==> src/rtl/uart_param_pkg.sv <==
// rtl/uart_param_pkg.sv - shared FSM state types, oversampling constants and parity helper for uart_param
package uart_param_pkg;

  typedef enum logic [2:0] {TX_IDLE, TX_START, TX_DATA, TX_PARITY, TX_STOP} tx_state_t;
  typedef enum logic [2:0] {RX_IDLE, RX_START, RX_DATA, RX_PARITY, RX_STOP} rx_state_t;

  localparam int OVERSAMPLE = 16;
  localparam int MID_TICK   = 8;

  // Callers zero-extend narrower words; the extra zero bits do not change the XOR.
  function automatic logic calc_parity(input logic [8:0] data, input logic odd);
    return (^data) ^ odd;
  endfunction

endpackage

==> src/rtl/uart_param_baud_gen.sv <==
// rtl/uart_param_baud_gen.sv - free-running divider emitting a one-cycle tick every DIVISOR clocks
module uart_param_baud_gen #(
  parameter int DIVISOR = 27
) (
  input  logic clk,
  input  logic reset,
  output logic o_tick
);

  localparam int CW = (DIVISOR > 1) ? $clog2(DIVISOR) : 1;

  logic [CW-1:0] r_cnt;
  logic          w_wrap;

  assign w_wrap = (r_cnt == CW'(DIVISOR - 1));
  assign o_tick = w_wrap;

  always_ff @(posedge clk) begin
    if (reset || w_wrap) r_cnt <= '0;
    else                 r_cnt <= r_cnt + 1'b1;
  end

endmodule

==> src/rtl/uart_param.sv <==
// rtl/uart_param.sv - parametrised single-clock UART with 16x oversampled RX and sticky status.
// Optional parity bit in both directions when UART_PARAM_PARITY_EN is defined.
module uart_param
  import uart_param_pkg::*;
#(
  parameter int DATA_W     = 8,
  parameter int STOP_BITS  = 1,
  parameter int DIVISOR    = 27,
  parameter bit PARITY_ODD = 1'b0
) (
  input  logic              clk,
  input  logic              reset,
  input  logic              ld_tx_data,
  input  logic [DATA_W-1:0] tx_data,
  input  logic              tx_enable,
  output logic              tx_out,
  output logic              tx_empty,
  input  logic              uld_rx_data,
  output logic [DATA_W-1:0] rx_data,
  input  logic              rx_enable,
  input  logic              rx_in,
  output logic              rx_empty,
  output logic              rx_frame_err,
  output logic              rx_parity_err,
  output logic              rx_overrun
);

  logic w_tick;

  tx_state_t         r_tx_state, w_tx_next;
  logic [DATA_W-1:0] r_tx_shift;
  logic [3:0]        r_tx_tick, r_tx_bit;
  logic              w_tx_bit_end, w_tx_load, w_tx_out;

  rx_state_t         r_rx_state, w_rx_next;
  logic              r_rx_sync1, r_rx_sync2, r_rx_prev;
  logic [3:0]        r_rx_tick, r_rx_bit;
  logic [DATA_W-1:0] r_rx_shift, r_rx_data;
  logic              r_rx_empty, r_rx_fe, r_rx_ov;
  logic              w_rx_mid, w_rx_sample, w_rx_done, w_rx_accept;

`ifdef UART_PARAM_PARITY_EN
  logic r_tx_par, r_rx_par_bad, r_rx_pe;
`endif

  uart_param_baud_gen #(.DIVISOR(DIVISOR)) u_baud (
    .clk    (clk),
    .reset  (reset),
    .o_tick (w_tick)
  );

  assign w_tx_bit_end = w_tick && (r_tx_tick == 4'(OVERSAMPLE - 1));
  assign w_tx_load    = ld_tx_data && tx_enable && (r_tx_state == TX_IDLE);

  always_comb begin
    w_tx_next = r_tx_state;
    w_tx_out  = 1'b1;
    case (r_tx_state)
      TX_IDLE:  if (w_tx_load) w_tx_next = TX_START;
      TX_START: begin
        w_tx_out = 1'b0;
        if (w_tx_bit_end) w_tx_next = TX_DATA;
      end
      TX_DATA: begin
        w_tx_out = r_tx_shift[0];
        if (w_tx_bit_end && (r_tx_bit == 4'(DATA_W - 1)))
`ifdef UART_PARAM_PARITY_EN
          w_tx_next = TX_PARITY;
`else
          w_tx_next = TX_STOP;
`endif
      end
`ifdef UART_PARAM_PARITY_EN
      TX_PARITY: begin
        w_tx_out = r_tx_par;
        if (w_tx_bit_end) w_tx_next = TX_STOP;
      end
`endif
      TX_STOP:  if (w_tx_bit_end && (r_tx_bit == 4'(STOP_BITS - 1))) w_tx_next = TX_IDLE;
      default:  w_tx_next = TX_IDLE;
    endcase
  end

  // Tick and bit counters restart on every state change and otherwise wrap per bit.
  always_ff @(posedge clk) begin
    if (reset) begin
      r_tx_state <= TX_IDLE;
      r_tx_shift <= '0;
      r_tx_tick  <= '0;
      r_tx_bit   <= '0;
    end else begin
      r_tx_state <= w_tx_next;
      if (w_tx_load)                                r_tx_shift <= tx_data;
      else if (r_tx_state == TX_DATA && w_tx_bit_end) r_tx_shift <= r_tx_shift >> 1;
      if (w_tx_next != r_tx_state) r_tx_tick <= '0;
      else if (w_tick)             r_tx_tick <= r_tx_tick + 1'b1;
      if (w_tx_next != r_tx_state) r_tx_bit <= '0;
      else if (w_tx_bit_end)       r_tx_bit <= r_tx_bit + 1'b1;
    end
  end

  assign tx_out   = w_tx_out;
  assign tx_empty = (r_tx_state == TX_IDLE);

  assign w_rx_mid    = w_tick && (r_rx_tick == 4'(MID_TICK - 1));
  assign w_rx_sample = w_tick && (r_rx_tick == 4'(OVERSAMPLE - 1));

  always_comb begin
    w_rx_next = r_rx_state;
    w_rx_done = 1'b0;
    case (r_rx_state)
      RX_IDLE:  if (r_rx_prev && !r_rx_sync2) w_rx_next = RX_START;
      RX_START: if (w_rx_mid) w_rx_next = r_rx_sync2 ? RX_IDLE : RX_DATA;
      RX_DATA:
        if (w_rx_sample && (r_rx_bit == 4'(DATA_W - 1)))
`ifdef UART_PARAM_PARITY_EN
          w_rx_next = RX_PARITY;
`else
          w_rx_next = RX_STOP;
`endif
`ifdef UART_PARAM_PARITY_EN
      RX_PARITY: if (w_rx_sample) w_rx_next = RX_STOP;
`endif
      RX_STOP: if (w_rx_sample) begin
        w_rx_next = RX_IDLE;
        w_rx_done = 1'b1;
      end
      default: w_rx_next = RX_IDLE;
    endcase
    if (!rx_enable) begin
      w_rx_next = RX_IDLE;
      w_rx_done = 1'b0;
    end
  end

  // A completion coinciding with an unload is taken as a fresh word, not an overrun.
  assign w_rx_accept = w_rx_done && (r_rx_empty || uld_rx_data);

  always_ff @(posedge clk) begin
    if (reset) begin
      r_rx_state <= RX_IDLE;
      r_rx_sync1 <= 1'b1;
      r_rx_sync2 <= 1'b1;
      r_rx_prev  <= 1'b1;
      r_rx_tick  <= '0;
      r_rx_bit   <= '0;
      r_rx_shift <= '0;
      r_rx_data  <= '0;
      r_rx_empty <= 1'b1;
      r_rx_fe    <= 1'b0;
      r_rx_ov    <= 1'b0;
    end else begin
      r_rx_state <= w_rx_next;
      r_rx_sync1 <= rx_in;
      r_rx_sync2 <= r_rx_sync1;
      r_rx_prev  <= r_rx_sync2;
      if (w_rx_next != r_rx_state) r_rx_tick <= '0;
      else if (w_tick)             r_rx_tick <= r_rx_tick + 1'b1;
      if (w_rx_next != r_rx_state) r_rx_bit <= '0;
      else if (w_rx_sample)        r_rx_bit <= r_rx_bit + 1'b1;
      if (r_rx_state == RX_DATA && w_rx_sample)
        r_rx_shift <= {r_rx_sync2, r_rx_shift[DATA_W-1:1]};
      if (w_rx_accept) begin
        r_rx_data  <= r_rx_shift;
        r_rx_empty <= 1'b0;
        r_rx_fe    <= (r_rx_fe & ~uld_rx_data) | ~r_rx_sync2;
        r_rx_ov    <= r_rx_ov & ~uld_rx_data;
      end else if (w_rx_done) begin
        r_rx_ov <= 1'b1;
      end else if (uld_rx_data) begin
        r_rx_empty <= 1'b1;
        r_rx_fe    <= 1'b0;
        r_rx_ov    <= 1'b0;
      end
    end
  end

`ifdef UART_PARAM_PARITY_EN
  always_ff @(posedge clk) begin
    if (reset) begin
      r_tx_par     <= 1'b0;
      r_rx_par_bad <= 1'b0;
      r_rx_pe      <= 1'b0;
    end else begin
      if (w_tx_load) r_tx_par <= calc_parity(9'(tx_data), PARITY_ODD);
      if (r_rx_state == RX_PARITY && w_rx_sample)
        r_rx_par_bad <= calc_parity(9'(r_rx_shift), PARITY_ODD) ^ r_rx_sync2;
      if (w_rx_accept)                   r_rx_pe <= (r_rx_pe & ~uld_rx_data) | r_rx_par_bad;
      else if (!w_rx_done && uld_rx_data) r_rx_pe <= 1'b0;
    end
  end
  assign rx_parity_err = r_rx_pe;
`else
  assign rx_parity_err = PARITY_ODD & 1'b0;
`endif

  assign rx_data      = r_rx_data;
  assign rx_empty     = r_rx_empty;
  assign rx_frame_err = r_rx_fe;
  assign rx_overrun   = r_rx_ov;

endmodule

==> config.mk <==
export PLATFORM = sky130hd
export DESIGN_NAME = uart_param
export DESIGN_NICKNAME = d
export VERILOG_FILES = /design/src/rtl/uart_param_pkg.sv /design/src/rtl/uart_param_baud_gen.sv /design/src/rtl/uart_param.sv
export SDC_FILE = /design/constraint.sdc
export NUM_CORES = 1
export LEC_CHECK = 0
export BUFFER_PORTS_ARGS = -buffer_cell sky130_fd_sc_hd__buf_2
export CAP_MARGIN = 25
export CORE_ASPECT_RATIO = 0.9
export CORE_MARGIN = 1
export CORE_UTILIZATION = 56
export DETAILED_ROUTE_END_ITERATION = 6
export GPL_ROUTABILITY_DRIVEN = 0
export PLACE_DENSITY = 0.77
export SETUP_SLACK_MARGIN = 0.15
export SLEW_MARGIN = 10
export SYNTH_ARGS = -nofsm -noshare
export SYNTH_HDL_FRONTEND = slang
export SYNTH_HIERARCHICAL = 1
export SYNTH_SLANG_ARGS = --single-unit
export TNS_END_PERCENT = 20
==> constraint.sdc <==
create_clock -name clk -period 3.1 [get_ports clk]
set_input_delay 0.31 -clock clk [delete_from_list [all_inputs] [get_ports clk]]
set_output_delay 0.31 -clock clk [all_outputs]
set_load 0.01 [all_outputs]
# After elaboration in Yosys (flattened, before gate mapping)
# Cells that the tools add are included.
[totals] reg_bits=57 latch_bits=0 mem_bits_rw=0 rom_bits=0 in_bits=15 out_inout_bits=14 word_cells=91 n_memories=0
[op_classes] n_addsub=5 multipliers=0 div=0 magnitude_cmp=0 n_eq_ne=15 shifts=0 muxes=26 bitwise_logic=5 reduce_logical=24
[op_table] operator="two-way mux 3 bit" count=9
[op_table] operator="one-hot mux 3 bit (4 select lines)" count=2
[op_table] operator="adder 4 x 1 -> 4 bit (second input constant)" count=4
[op_table] operator="two-way mux 8 bit" count=2
[op_table] operator="== test 4 x 3 -> 1 bit (second input constant)" count=3
[op_table] operator="logical AND 1 bit" count=12
[op_table] operator="two-way mux 1 bit" count=11
[op_table] operator="== test 4 bit (second input constant)" count=2
[op_table] operator="== test 3 x 1 -> 1 bit (second input constant)" count=2
[op_table] operator="== test 3 x 2 -> 1 bit (second input constant)" count=2
[op_table] operator="== test 3 bit (second input constant)" count=2
[op_table] operator="zero test 3 bit" count=2
[op_table] operator="inequality test 3 bit" count=2
[op_table] operator="adder 5 x 1 -> 5 bit (second input constant)" count=1
[op_table] operator="== test 5 bit (second input constant)" count=1
[op_table] operator="zero test 4 bit" count=1
[op_table] operator="nonzero test 2 bit" count=2
[op_table] operator="OR reduction 2 bit" count=2
[op_table] operator="nonzero test 3 bit" count=1
[op_table] operator="AND 1 bit" count=2
[op_table] operator="logical OR 1 bit" count=2
[op_table] operator="two-way mux 2 bit" count=1
[op_table] operator="inequality test 2 x 1 -> 1 bit (second input constant)" count=1
[op_table] operator="NOT 1 bit" count=2
[op_table] operator="other kinds (4)" count=4

# Longest topological paths before layout
# Gate-level depths: netlist of run 1.
[logic_depth] depth_word=8 depth_mapped=10 ltp_nobuf=7

# Hierarchy
# Netlist of run 1, hierarchy kept.
[by_module_without_submodules] module="uart_param" instances=1 cells_per_inst=248 area_each_um2=2313.5 seq_area_each_um2=1041.0
[by_module_without_submodules] module="uart_param_baud_gen" instances=1 cells_per_inst=22 area_each_um2=259.0 seq_area_each_um2=100.1

# Worst setup path after synthesis of run 1
# Ideal clock, no wire load.
[synth_timing] kind="register to register" startpoint="reg u_baud.r_cnt[0]" endpoint="reg r_tx_shift[6]" setup_time_ns=0.091 arrival_time_ns=1.726 required_ns=3.009 setup_slack_ns=1.283 path_stages_with_launch=10 n_path_buf=2 period_less_slack_ns=1.817 path_cell_list="dfxtp_1 inv_1 ha_1 and4b_1 buf_6 and4_1 buf_4 nand3_1 nand2_1 a311oi_1"
[synth_between] elab_chain_len=4
[synth_rtl] element="from (decl)" line_no="uart_param_baud_gen.sv:12" rtl="logic [CW-1:0] r_cnt;"
[synth_rtl] element="from (signal assigned)" line_no="uart_param_baud_gen.sv:20" rtl="else r_cnt <= r_cnt + 1'b1;"
[synth_rtl] element="== test 5 bit" line_no="uart_param_baud_gen.sv:15" rtl="assign w_wrap = (r_cnt == CW'(DIVISOR - 1));"
[synth_rtl] element="named net w_tick" line_no="uart_param.sv:28" rtl="logic w_tick;"
[synth_rtl] element="logical AND 1 bit" line_no="uart_param.sv:52" rtl="assign w_tx_bit_end = w_tick && (r_tx_tick == 4'(OVERSAMPLE - 1));"
[synth_rtl] element="logical AND 1 bit" line_no="uart_param.sv:94" rtl="else if (r_tx_state == TX_DATA && w_tx_bit_end) r_tx_shift <= r_tx_shift >> 1;"
[synth_rtl] element="nonzero test 2 bit (no source line)"
[synth_rtl] element="to (signal assigned)" line_no="uart_param.sv:93" rtl="if (w_tx_load) r_tx_shift <= tx_data;"
[synth_rtl] element="to (signal assigned)" line_no="uart_param.sv:94"
[synth_rtl] element="to (decl)" line_no="uart_param.sv:31" rtl="logic [DATA_W-1:0] r_tx_shift;"
# The timed path passes the listed nets, and every way through them passes these cells.
# A chain may end at the register's enable or synchronous reset.

# Worst setup path after layout of run 1
[layout_timing] startpoint="reg u_baud.r_cnt[1]" endpoint="reg r_tx_shift[5]"
# The elaborated chain is that of the path after synthesis.

==> results_dict.tcl, run 1 <==
set metrics [dict create \
    status "complete, no violations" \
    power_w 0.001496 \
    synth_top_family_by_area "simple AND/OR/NAND/NOR gates" \
    synth_edf_count 0 \
    htree_num_levels 3 \
    io_pins 29 \
    yosys_warnings 6 \
    fmax_mhz 415.3 \
    wl_per_cell_microns 12.36 \
    synthTopCellsByArea "dfxtp_1 44%, mux2i_1 7.0%, nor2_1 5.4%" \
    synthSimpleGateAreaFrac 0.2631 \
    syn-cell-area_sq_um 2572 \
    wirelength_microns 4488 \
    synth_top_area_cell "dfxtp_1" \
    die_h_microns 66.30 \
    cp_max_fo 11 \
    start_util 0.5805 \
    syn-instance-count 270 \
    synth-compound-area-share 0.09728 \
    rsz0062_at_grt "false" \
    final_hold_viol_count 0 \
    n_antenna_cell 0 \
    cts_tree "done" \
    synthMuxAreaShare 0.07004 \
    synth_flop_cell "dfxtp_1" \
    final_nets 318 \
    synth-xor-area-share 0.04426 \
    regArea_sq_um 1141 \
    min_path_type "primary input to register" \
    clkTransAtPathRegs_ns 0.06 \
    antenna_found_initial 0 \
    drt_iter0_drc 101 \
    synth_top_area_frac 0.4436 \
    clkSinkCount 57 \
    power.density_nw_per_um2 515.8 \
    die_x_microns 73.44 \
    ctsResizeCount 0 \
    synth_most_common_cell "dfxtp_1" \
    crit_type "register to register" \
    arrival_ns 2.60 \
    synth_fa_ha_area_frac 0.03405 \
    clk_latency_ns 0.34 \
    final.min_clock_period_ns 2.408 \
    critPathLaunchType "register" \
    viasPerCell 5.287 \
    ant_nets 0 \
    cts_setup_buffers 0 \
    fin_tns_setup_ns 0 \
    holdWs_ns 0.1689 \
    finalCritPeriodShare 0.7768 \
    worst_pin_slew_ns 0.6516 \
    core_area_sq_um 4432 \
    grt_max_degree 40 \
    cts_hold_buffers 0 \
    dieArea_sq_um 4869 \
    dr.pass1.iters 4 \
    maxCapViolations 0 \
    numPortBuffers 27 \
    drive_gt1_frac 0.1860 \
    synth_cell_type_count 46 \
    synth_seq_area_share 0.4436 \
    setup_viol 0 \
    hpwl_microns 3126 \
    ir_drop_v 0.0005421 \
    drc 0 \
    finalMaxSlewViolations 0 \
    syn-num-nets 292 \
    synth.cells.most_frequent "57 x dfxtp_1, 37 x nor2_1, 26 x nand2_1" \
    vias 1919 \
    cp_data_required_time_ns 3.29 \
    clockBufferDepth 2 \
    cts_made_buffers 9 \
    multi_input_area_sq_um 1313 \
    p_leak_nw 1.245 \
    max_slew_margin 0.5633 \
    grt_pass1_vias 1687 \
    cts_root_buf "clkbuf_8" \
    async_flop_share 0 \
    clock_skew_ns 0.009227 \
    ys_seq_elements 57 \
    cp-end-kind "register" \
    track_usage 0.2071 \
    fillers 402 \
    area_growth_syn_to_layout_pct 12.74 \
    rows 23 \
    overflow 0 \
    avgSynthCellArea_sq_um 9.528 \
    grt_pass1_wl_microns 7507 \
]
-- flip-flops by register name (all words and copies together) (netlist names), 3 cells and up --
register	count
r_tx_bit	4
r_tx_tick	4
r_rx_tick	4
r_rx_shift	8
r_rx_bit	4
r_tx_shift	8
r_tx_state	3
r_rx_state	3
u_baud/r_cnt	5
rx_data	8
-- critical path: stages, from the launching register on --
cell and delay (ns):
dfxtp_1 0.38, ha_1 0.16, and4b_1 0.39, buf_4 0.28, and4_1 0.46, nand3_1 0.33, nand2_1 0.16, a311oi_1 0.09
-- kinds of logic after synthesis --
| kind of cell | count (synthesis) |
|---|---|
| flops | 57 |
| buf+inv | 21 |
| xor+xnor | 13 |
| fa+ha+maj | 7 |
| simple gates | 120 |
| other cells | 1 |
| compound gates | 33 |
| mux | 18 |
-- power by group --
group / total (W) / internal, W / switching [W]
Clock: 0.000676 / 0.000390 / 0.000286
Sequential: 0.000757 / 0.000746 / 0.0000106
Combinational: 0.0000635 / 0.0000251 / 0.0000384
Total: 0.00150 / 0.00116 / 0.000335
-- placed cells by master, fill, tap and decap left out, types with 3 or more instances in the layout --
cell	n
a211oi_1	3
a21oi_1	8
a311oi_1	7
and3_1	4
and4_1	5
buf_2	27
clkbuf_8	10
dfxtp_1	57
ha_1	7
inv_1	8
mux2i_1	18
nand2_1	26
nand2b_1	3
nand3_1	4
nand4_1	6
nor2_1	37
nor3_1	14
o21ai_0	3
xnor2_1	5
xor2_1	8
-- layer usage --
metal	routed length, microns	GRT usage
met5	0	0
met4	41	0.08173
met3	200	0.09604
met2	1986	0.2970
met1	2260	0.2664
-- final timing paths --
kind	startpoint	endpoint	slack (ns)	cells after the start
max	u_baud/r_cnt[1]$_SDFF_PP0_	r_tx_shift[5]$_SDFFE_PP0P_	0.69	7
min	rx_in	r_rx_sync1$_SDFF_PP1_	0.17	2
max reg2reg	u_baud/r_cnt[1]$_SDFF_PP0_	r_tx_shift[5]$_SDFFE_PP0P_	0.69	7
min reg2reg	r_rx_sync1$_SDFF_PP1_	r_rx_sync2$_SDFF_PP1_	0.41	1
-- cell type report --
class,count,share of cell area
Clock buffer,11,0.04875
Tap cell,62,0.02675
Clock inverter,5,0.01898
Timing Repair Buffer,28,0.04918
Sequential cell,57,0.3934
Inverter,8,0.01035
Multi-Input combinational cell,192,0.4525
-- metrics by stage --
stage | setup slack [ns] | std cells | utilization | instance area, sq um
6_report | 0.6918 | 363 | 0.6544 | 2900
4_1_cts | 0.6841 | 363 | 0.6544 | 2900
5_1_grt | 0.4309 | 363 | 0.6544 | 2900
3_5_place_dp | 0.6981 | 347 | 0.6101 | 2704
2_1_floorplan | 1.283 | 270 | - | 2572
3_3_place_gp | 0.7556 | 347 | 0.6101 | 2704
Note: power is estimated with default switching activity, not from simulation.
==> inputs of run 2 (changes only) <==
--- a/config.mk
+++ b/config.mk
@@ -5,14 +5,15 @@
 export SDC_FILE = /design/constraint.sdc
 export NUM_CORES = 1
 export LEC_CHECK = 0
+export ABC_AREA = 1
 export BUFFER_PORTS_ARGS = -buffer_cell sky130_fd_sc_hd__buf_2
 export CAP_MARGIN = 25
 export CORE_ASPECT_RATIO = 0.9
 export CORE_MARGIN = 1
-export CORE_UTILIZATION = 56
+export CORE_UTILIZATION = 52
 export DETAILED_ROUTE_END_ITERATION = 6
 export GPL_ROUTABILITY_DRIVEN = 0
-export PLACE_DENSITY = 0.77
+export PLACE_DENSITY = 0.75
 export SETUP_SLACK_MARGIN = 0.15
 export SLEW_MARGIN = 10
 export SYNTH_ARGS = -nofsm -noshare
==> constraint.sdc (replaced) <==
create_clock -name clk -period 2 [get_ports clk]
set_input_delay 0.2 -clock clk [delete_from_list [all_inputs] [get_ports clk]]
set_output_delay 0.2 -clock clk [all_outputs]
set_load 0.01 [all_outputs]
==> results_dict.tcl, run 2 <==
set metrics [dict create \
    status "complete, no violations" \
    final_area_sq_um 3173 \
    grt_pass1_wl_microns 8631 \
    power_w 0.002247 \
    maxCapViolations 0 \
    p_leak_nw 1.426 \
    internal_power_w 0.001720 \
    slowest_delay_ns 0.34 \
    cp_num_buf_inv 3 \
    cts_root_buf "clkbuf_8" \
    critPathLaunchType "register" \
    clock_skew_ns 0.008160 \
    dr.pass1.iters 4 \
    wl_per_cell_microns 11.16 \
    synth_flop_cell "dfxtp_1" \
    antenna_found_initial 0 \
    postPlaceCellArea_sq_um 2878 \
    final.min_clock_period_ns 1.769 \
    dieArea_sq_um 5438 \
    io_pins 29 \
    arrival_ns 2.04 \
    final_hold_viol_count 0 \
    final_common_cell "dfxtp_1" \
    power_frac_clock 0.420 \
    drive_gt1_frac 0.2831 \
    htree_num_levels 3 \
    drt_iter0_drc 76 \
    p_seq_frac 0.522 \
    avgSynthCellArea_sq_um 7.989 \
    clockBufferDepth 2 \
    area_growth_syn_to_layout_pct 18.56 \
    cp-end-kind "register" \
    clkTransAtPathRegs_ns 0.06 \
    holdWs_ns 0.03809 \
    track_usage 0.2071 \
    fmax_mhz 565.1 \
    n_antenna_cell 0 \
    ir_drop_v 0.0004932 \
    finalCritPeriodShare 0.8847 \
    synth_top_area_frac 0.4264 \
    power_frac_comb 0.058 \
    die_h_microns 70.06 \
    fillers 413 \
    synth.cells.most_frequent "57 x dfxtp_1, 57 x nand2_1, 53 x nor2_1" \
    synth_top_area_cell "dfxtp_1" \
    clk_latency_ns 0.34 \
    instances_no_fill 443 \
    min_path_type "primary input to register" \
    async_flop_share 0 \
    setup_viol 0 \
    fin_tns_setup_ns 0 \
    grt_pass1_vias 2024 \
    placed_cells 422 \
    final_cell_mix "54 x dfxtp_1, 50 x nand2_1, 48 x nor2_1" \
    syn-cell-area_sq_um 2676 \
    cp_top_family "simple AND/OR/NAND/NOR gates" \
    synth_edf_count 0 \
    crit_type "register to register" \
    rows 24 \
    wirelength_microns 4944 \
    clkSinkCount 57 \
    hpwl_microns 3434 \
    syn-num-nets 357 \
    finalMaxSlewViolations 0 \
    drc 0 \
    power.density_nw_per_um2 708.1 \
    numPortBuffers 27 \
    syn-instance-count 335 \
    final_nets 395 \
    path_cells "inv_2 -> ha_4 -> nand2_4 -> nor2_4 -> buf_12 -> nand2_8 -> inv_1 -> nand2_2 -> nand2_1 -> nand2_2 -> nand2_2 -> nand2_2 -> nand2_2 -> nor2_4 -> nand3_4 -> nor2_1" \
    p_sw_w 0.0005268 \
    grt_max_degree 25 \
    rsz0062_at_grt "true" \
    synth_cell_type_count 37 \
    synth_seq_area_share 0.4264 \
    die_x_microns 77.62 \
    cp_data_required_time_ns 2.27 \
    vias 2189 \
    cts_tree "done" \
    cpMostUsedCell "nand2_2" \
    start_util 0.5468 \
    cts_made_buffers 9 \
    ys_seq_elements 57 \
    synthTopCellsByArea "dfxtp_1 43%, nand2_1 8.0%, nor2_1 7.4%" \
    viasPerCell 4.941 \
    p_sw_frac 0.2345 \
    ant_nets 0 \
    yosys_warnings 6 \
    core_area_sq_um 4895 \
    cp_slowest_cell "dfxtp_2" \
    cp_max_fo 8 \
    overflow 0 \
]
## run 2: cell count changes after synthesis, moves of 10 or more
cell and delta:
nand3_1 +13, nor3_1 -11, nand2_1 +31, o21ai_0 +18
inv_1 +27, nor3_2 +10, mux2i_1 -15, nor2_1 +16
## run 2: per-layer routing
layer  track usage  wire length, microns
met5             0                     0
met4       0.08805                    58
met3       0.08758                   245
met2        0.3265                  2337
met1        0.2461                  2303
## run 2: final timing paths
path,from,to,slack (ns),depth (start not counted)
worst max-delay path,u_baud/r_cnt[0]$_SDFF_PP0_,r_rx_bit[0]$_SDFFE_PP0P_,0.23,16
worst min-delay path,rx_in,r_rx_sync1$_SDFF_PP1_,0.04,2
worst max register to register,u_baud/r_cnt[0]$_SDFF_PP0_,r_rx_bit[0]$_SDFFE_PP0P_,0.23,16
worst min register to register,r_rx_sync1$_SDFF_PP1_,r_rx_sync2$_SDFF_PP1_,0.41,1
## run 2: cell type report
type	count	area [sq um]	share of cell area
multi-input cells	229	1405	0.4428
flip-flops and latches	57	1147	0.3616
clock buffers	13	158.9	0.05008
inverters	42	165.2	0.05205
clock inverters	3	15.01	0.004732
well taps	65	81.33	0.02563
repair buffers	34	200.2	0.06309
## run 2: worst register-to-register path: stages, from the launching register on
cell     delay, ns
dfxtp_2       0.34
inv_2         0.05
ha_4          0.15
nand2_4       0.07
nor2_4        0.04
buf_12        0.13
nand2_8       0.07
inv_1         0.05
nand2_2       0.06
nand2_1       0.06
nand2_2       0.08
nand2_2       0.06
nand2_2       0.06
nand2_2       0.07
nor2_4        0.12
nand3_4       0.15
nor2_1        0.13
## run 2: power groups by stage
stage	Clock (W)	Combinational (W)	Sequential, W
after floorplan	0	0.0000883	0.00119
after global placement	0	0.000117	0.00119
after detailed placement	0	0.000120	0.00120
after CTS	0.000981	0.000120	0.00117
after global routing	0.00104	0.000149	0.00117
final	0.000944	0.000130	0.00117
## run 2: cells by family after synthesis
group | count (synthesis) | share of synthesized area
compound gates | 37 | 0.07667
xor+xnor | 13 | 0.04254
fa+ha+maj | 7 | 0.03272
buf+inv | 49 | 0.07526
flops | 57 | 0.4264
mux | 3 | 0.01122
other cells | 1 | 0.001401
simple gates | 168 | 0.3338
## run 2: stage by stage
step | util | setup slack (ns)
2_1_floorplan | - | 0.2707
3_3_place_gp | 0.5879 | 0.1389
3_5_place_dp | 0.5879 | 0.1027
4_1_cts | 0.6268 | 0.1389
5_1_grt | 0.6483 | 0.1268
6_report | 0.6483 | 0.2305
## run 2: timing repair
action,in CTS,in global routing
resized for setup,3,28
pin swaps,1,12
buffers inserted,1,4
setup endpoints to repair,30,38
hold buffers,0,0
